File: config.mk
export PLATFORM = sky130hd
export DESIGN_NAME = lift_motion_fsm
export DESIGN_NICKNAME = d
export VERILOG_FILES = /design/src/rtl/lift_pkg.sv /design/src/rtl/tick_sync.sv /design/src/rtl/lift_motion_fsm.sv
export SDC_FILE = /design/constraint.sdc
export NUM_CORES = 1
export LEC_CHECK = 0
export CORE_MARGIN = 2
export CORE_UTILIZATION = 40
export CTS_CLUSTER_DIAMETER = 40
export DETAILED_ROUTE_END_ITERATION = 7
export GPL_ROUTABILITY_DRIVEN = 0
export PLACE_DENSITY = 0.67
export SYNTH_ARGS = -nofsm -noshare
export SYNTH_HDL_FRONTEND = slang
export SYNTH_SLANG_ARGS = --single-unit
File: constraint.sdc
create_clock -name clk_100MHz -period 2.69 [get_ports clk_100MHz]
set_input_delay 0.538 -clock clk_100MHz [delete_from_list [all_inputs] [get_ports clk_100MHz]]
set_output_delay 0.538 -clock clk_100MHz [all_outputs]
set_load 0.02 [all_outputs]
File: src/rtl/lift_pkg.sv
// rtl/lift_pkg.sv - shared state encoding, parameter defaults and helpers for the lift stages
package lift_pkg;

    typedef enum logic [1:0] {
        ST_IDLE = 2'd0,
        ST_DOOR = 2'd1,
        ST_UP   = 2'd2,
        ST_DOWN = 2'd3
    } lift_state_t;

    localparam int DEF_NUM_FLOORS = 4;
    localparam int DEF_FLOOR_W    = 2;
    localparam int DEF_TRAVEL_S   = 2;
    localparam int DEF_DOOR_S     = 3;

    function automatic int clog2(input int value);
        int result;
        result = 0;
        while ((1 << result) < value) begin
            result = result + 1;
        end
        return result;
    endfunction

endpackage

File: src/rtl/tick_sync.sv
// rtl/tick_sync.sv - synchronizes a divider square wave and emits a one-cycle pulse per rising edge
module tick_sync (
    input  logic clk_100MHz,
    input  logic rst_n,
    input  logic clk_1s,
    output logic tick
);

    logic sync1;
    logic sync2;
    logic sync3;

    always_ff @(posedge clk_100MHz or negedge rst_n) begin
        if (!rst_n) begin
            sync1 <= 1'b0;
            sync2 <= 1'b0;
            sync3 <= 1'b0;
        end else begin
            sync1 <= clk_1s;
            sync2 <= sync1;
            sync3 <= sync2;
        end
    end

    assign tick = sync2 & ~sync3;

endmodule

File: src/rtl/lift_motion_fsm.sv
// rtl/lift_motion_fsm.sv - call latch, SCAN service order, travel and door timing for the lift car
module lift_motion_fsm
    import lift_pkg::*;
#(
    parameter int NUM_FLOORS = DEF_NUM_FLOORS,
    parameter int FLOOR_W    = DEF_FLOOR_W,
    parameter int TRAVEL_S   = DEF_TRAVEL_S,
    parameter int DOOR_S     = DEF_DOOR_S
) (
    input  logic                  clk_100MHz,
    input  logic                  rst_n,
    input  logic                  clk_1s,
    input  logic [NUM_FLOORS-1:0] req_btn,
    output logic [FLOOR_W-1:0]    floor,
    output logic                  dir_up,
    output logic                  moving,
    output logic                  door_open,
    output logic [NUM_FLOORS-1:0] req_pending
);

    localparam int CNT_MAX = (TRAVEL_S > DOOR_S) ? TRAVEL_S : DOOR_S;
    localparam int CNT_W   = clog2(CNT_MAX + 1);
    localparam logic [CNT_W-1:0] TRAVEL_CNT = CNT_W'(TRAVEL_S);
    localparam logic [CNT_W-1:0] DOOR_CNT   = CNT_W'(DOOR_S);

    lift_state_t           state;
    lift_state_t           state_nxt;
    logic [FLOOR_W-1:0]    floor_nxt;
    logic [FLOOR_W-1:0]    floor_step;
    logic                  dir_up_nxt;
    logic [CNT_W-1:0]      sec_cnt;
    logic [CNT_W-1:0]      sec_cnt_nxt;
    logic [CNT_W-1:0]      sec_inc;
    logic [NUM_FLOORS-1:0] clr;
    logic [NUM_FLOORS-1:0] floor_hot;
    logic [NUM_FLOORS-1:0] step_hot;
    logic                  call_above;
    logic                  call_below;
    logic                  tick;

    function automatic logic [NUM_FLOORS-1:0] one_hot(input logic [FLOOR_W-1:0] f);
        return NUM_FLOORS'(1) << f;
    endfunction

    function automatic logic any_above(input logic [NUM_FLOORS-1:0] p,
                                       input logic [FLOOR_W-1:0]    f);
        logic hit;
        hit = 1'b0;
        for (int i = 0; i < NUM_FLOORS; i++) begin
            if (i > int'(f) && p[i]) hit = 1'b1;
        end
        return hit;
    endfunction

    function automatic logic any_below(input logic [NUM_FLOORS-1:0] p,
                                       input logic [FLOOR_W-1:0]    f);
        logic hit;
        hit = 1'b0;
        for (int i = 0; i < NUM_FLOORS; i++) begin
            if (i < int'(f) && p[i]) hit = 1'b1;
        end
        return hit;
    endfunction

    tick_sync u_tick_sync (
        .clk_100MHz (clk_100MHz),
        .rst_n      (rst_n),
        .clk_1s     (clk_1s),
        .tick       (tick)
    );

    assign floor_hot  = one_hot(floor);
    assign floor_step = (state == ST_UP) ? floor + FLOOR_W'(1) : floor - FLOOR_W'(1);
    assign step_hot   = one_hot(floor_step);
    assign sec_inc    = sec_cnt + CNT_W'(1);
    assign call_above = any_above(req_pending, floor);
    assign call_below = any_below(req_pending, floor);

    always_ff @(posedge clk_100MHz or negedge rst_n) begin
        if (!rst_n) begin
            state       <= ST_IDLE;
            floor       <= '0;
            dir_up      <= 1'b1;
            sec_cnt     <= '0;
            req_pending <= '0;
        end else begin
            state       <= state_nxt;
            floor       <= floor_nxt;
            dir_up      <= dir_up_nxt;
            sec_cnt     <= sec_cnt_nxt;
            req_pending <= (req_pending | req_btn) & ~clr;
        end
    end

    always_comb begin
        state_nxt   = state;
        floor_nxt   = floor;
        dir_up_nxt  = dir_up;
        sec_cnt_nxt = sec_cnt;
        clr         = '0;
        case (state)
            ST_IDLE: begin
                if (|(req_pending & floor_hot)) begin
                    state_nxt   = ST_DOOR;
                    clr         = floor_hot;
                    sec_cnt_nxt = '0;
                end else if (call_above && (dir_up || !call_below)) begin
                    state_nxt   = ST_UP;
                    dir_up_nxt  = 1'b1;
                    sec_cnt_nxt = '0;
                end else if (call_below) begin
                    state_nxt   = ST_DOWN;
                    dir_up_nxt  = 1'b0;
                    sec_cnt_nxt = '0;
                end
            end
            ST_UP, ST_DOWN: begin
                if (tick) begin
                    if (sec_inc == TRAVEL_CNT) begin
                        // Arrival is judged against the floor being stepped onto.
                        floor_nxt   = floor_step;
                        sec_cnt_nxt = '0;
                        if (|(req_pending & step_hot)) begin
                            state_nxt = ST_DOOR;
                            clr       = step_hot;
                        end else if ((state == ST_UP) ? any_above(req_pending, floor_step)
                                                      : any_below(req_pending, floor_step)) begin
                            state_nxt = state;
                        end else begin
                            state_nxt = ST_IDLE;
                        end
                    end else begin
                        sec_cnt_nxt = sec_inc;
                    end
                end
            end
            ST_DOOR: begin
                // A fresh call at this floor holds the door and never reaches the pending set.
                if (|((req_pending | req_btn) & floor_hot)) begin
                    clr         = floor_hot;
                    sec_cnt_nxt = '0;
                end else if (tick) begin
                    if (sec_inc == DOOR_CNT) begin
                        state_nxt   = ST_IDLE;
                        sec_cnt_nxt = '0;
                    end else begin
                        sec_cnt_nxt = sec_inc;
                    end
                end
            end
            default: begin
                state_nxt   = ST_IDLE;
                sec_cnt_nxt = '0;
            end
        endcase
    end

    assign moving    = (state == ST_UP) || (state == ST_DOWN);
    assign door_open = (state == ST_DOOR);

endmodule

==> results.toml, run 1 <==
[run_status]
outcome = "completed"

[synth]
ys.flop_type = "dfrtp_1"
syn_area_sq_um = 1020
synth_xor_xnor_area_share_pct = 1.71
synthCells = 108
yosys_warnings = 0
syn_nets = 121
ys_types = 47
synthArstFlopShare_pct = 100
synthSimpleGateAreaFrac_pct = 17.1
synth-seq-cells = 14
synth_top_family_by_area = "compound AO/OA/AOI/OAI gates"
post_synth.cell_area_avg_sq_um = 9.49
yosysSeqAreaShare_pct = 34.3
synth_compound_area_share_pct = 31.7
synth.mux.area_fraction_pct = 2.56
synth_fa_ha_area_share_pct = 7.33
synth_edf_count = 0

[cts]
clock_tree.root_cell = "clkbuf_4"
ctsResizeCount = 0
path_clk_slew_ns = 0.10
cts_tree = "yes"
cts_hold_buf = 0
clock_path_buffers = 2
post_cts_buffers = 0
clock_latency_ns = 0.29
cts_buffers = 3
cts_sinks = 14
h-tree-depth = 1

[floorplanning]
rows = 18
core_area_sq_um = 2450
dieArea_sq_um = 2980
fp.dieH_um = 54.6
start_util_pct = 41.7
ios = 16
die_width_um = 54.6

[cells_and_area]
fin_nets = 137
area_delta_synth_final_pct = 18.8
insertedDiodeCount = 0
final_cell_area_sq_um = 1220
final_layout_size_suffix_gt1_share_pct = 11.4
fillers = 245

[global_route]
grt_pass1_vias = 903
grt_usage_pct = 18.4
grt_overflow = 0
antenna_found_initial = 0
grt_pass1_wl_mm = 3.97
grt_max_degree = 15

[run]
cap_violations = 0

[timing]
rsz0062_at_grt = "false"
skew_ns = 0.0115
finalHoldViolCount = 0
period_minus_slack_ns = 2.45
max-slew-margin-rel_pct = 56.8
post-route-period-util_pct = 91.2
finalSetupViolCount = 0
setup_tns_ns = 0
worstMarginPinSlew_ns = 0.647
fmax_ghz = 0.408
slew_viol_final = 0

[setup_path]
endpoint_kind = "flop"
worstPathRequired_ns = 2.86
crit_type = "reg2reg"
crit_arrival_ns = 2.62
crit_fanout = 10
worst_setup_path_start_kind = "flop"

[drt]
first_pass_iters = 4
wl_mm = 2.35
detail-route-antenna-nets = 0
drc = 0
wire_per_inst_um = 15.3
drt_iter0_markers = 14
vias_per_cell = 5.84
vias = 893

[pwr]
p_per_area_nw_per_um2 = 1280
p_leak_nw = 0.477
peakVddDrop_mv = 0.723

[placement]
io_buffers = 15
postPlaceCellArea_sq_um = 1180
hpwl_mm = 1.79

[worst_hold_path]
hold_path.class = "reg2reg"
==> cells in the final DEF, fill, tap and decap left out, types with 2 or more instances in the layout <==
| cell type | synthesis | routed |
|---|---|---|
| clkdlybuf4s50_1 | 0 | 15 |
| nor2b_1 | 5 | 5 |
| nand2_1 | 9 | 9 |
| o21ai_1 | 6 | 6 |
| a21oi_1 | 4 | 4 |
| clkbuf_4 | 0 | 3 |
| a22oi_2 | 2 | 2 |
| nor2_1 | 10 | 10 |
| o21ai_0 | 3 | 3 |
| o31ai_1 | 3 | 3 |
| nand2b_1 | 2 | 2 |
| xnor2_1 | 2 | 2 |
| dfrtp_1 | 13 | 13 |
| ha_1 | 6 | 6 |
| o32ai_1 | 4 | 4 |
| inv_1 | 5 | 5 |
==> path summary, 6_finish.rpt <==
| check | from | to | slack [ns] | depth (start not counted) |
|---|---|---|---|---|
| max in group asynchronous | rst_n | req_pending[0]$_DFF_PN0_ | 1.63 | 1 |
| max reg2reg | floor[0]$_DFFE_PN0P_ | state[0]$_DFFE_PN0P_ | 0.24 | 6 |
| min reg2reg | u_tick_sync.sync1$_DFF_PN0_ | u_tick_sync.sync2$_DFF_PN0_ | 0.36 | 0 |
| min | u_tick_sync.sync1$_DFF_PN0_ | u_tick_sync.sync2$_DFF_PN0_ | 0.36 | 0 |
| min in group asynchronous | rst_n | state[0]$_DFFE_PN0P_ | 0.64 | 1 |
| max | floor[0]$_DFFE_PN0P_ | state[0]$_DFFE_PN0P_ | 0.24 | 6 |
==> area by class of cell <==
class,instances,area [sq um],share of cell area [%]
Inverter,6,22.5,1.85
Tap cell,30,37.5,3.08
Multi-Input combinational cell,84,619,50.9
Clock buffer,4,36.3,2.98
Timing Repair Buffer,15,150,12.3
Sequential cell,14,352,28.9
==> flip-flops by register name, summed over array words and instances, names as in the netlist <==
signal and count:
u_tick_sync.sync1 1, dir_up 1, u_tick_sync.sync2 1, u_tick_sync.sync3 1, floor 2, req_pending 4, sec_cnt 2, state 2
==> Yosys cell counts (2+ instances only) <==
library cell / n / share of area (%)
dfrtp_1: 13 / 32
nor2_1: 10 / 3.7
nand2_1: 9 / 3.3
ha_1: 6 / 7.3
o21ai_1: 6 / 2.9
inv_1: 5 / 1.8
nor2b_1: 5 / 3.1
a21oi_1: 4 / 2.0
o32ai_1: 4 / 3.4
o21ai_0: 3 / 1.5
o31ai_1: 3 / 2.2
a22oi_2: 2 / 2.4
buf_6: 2 / 2.2
nand2b_1: 2 / 1.2
xnor2_1: 2 / 1.7
==> cell families (layout without fill, tap and decap cells) <==
group                      after synthesis  after routing
AOI/OAI and AO/OA                       41             41
xor gates and xnor gates                 2              2
adders and majority gates                6              6
buffers and inverters                   10             25
DFF                                     14             14
muxes                                    1              1
and+or+nand+nor                         34             34
==> power breakdown <==
part	internal, mW	total [mW]	switching (mW)
logic	0.427	0.959	0.532
registers	0.278	0.438	0.159
clock network	0.0824	0.158	0.0756
==> metal layers <==
layer	track usage, %	up-vias	share of wire, %
met5	0	-	0
met1	24.4	430	48
met4	7.50	0	1.2
met3	2.46	4	4.4
met2	29.8	24	46
li1	-	435	-
==> worst max-delay path, cell delays in order, from the launching register on <==
cell     delay (ns)
dfrtp_1        0.61
inv_2          0.15
ha_1           0.39
xnor2_1        0.35
mux4_1         0.40
o31ai_1        0.31
a22oi_2        0.12
==> per-stage QoR <==
step	cells	setup WS (ns)	util, %	power (mW)	hold WS, ns
5_1_grt	153	0.106	49.6	1.68	0.369
4_1_cts	153	0.255	49.6	1.56	0.361
6_report	153	0.236	49.6	1.56	0.356
3_3_place_gp	149	0.327	48.1	1.37	0.332
2_1_floorplan	108	0.468	-	1.14	0.242
3_5_place_dp	149	0.254	48.1	1.40	0.340
Power figures use the tool's default switching activity.
==> inputs of run 2 (changes only) <==
--- a/config.mk
+++ b/config.mk
@@ -5,6 +5,7 @@
 export SDC_FILE = /design/constraint.sdc
 export NUM_CORES = 1
 export LEC_CHECK = 0
+export CAP_MARGIN = 10
 export CORE_MARGIN = 2
 export CORE_UTILIZATION = 40
 export CTS_CLUSTER_DIAMETER = 40
==> results of run 2 <==
No change in the layout: final DEF, timing and power equal those of run 1.
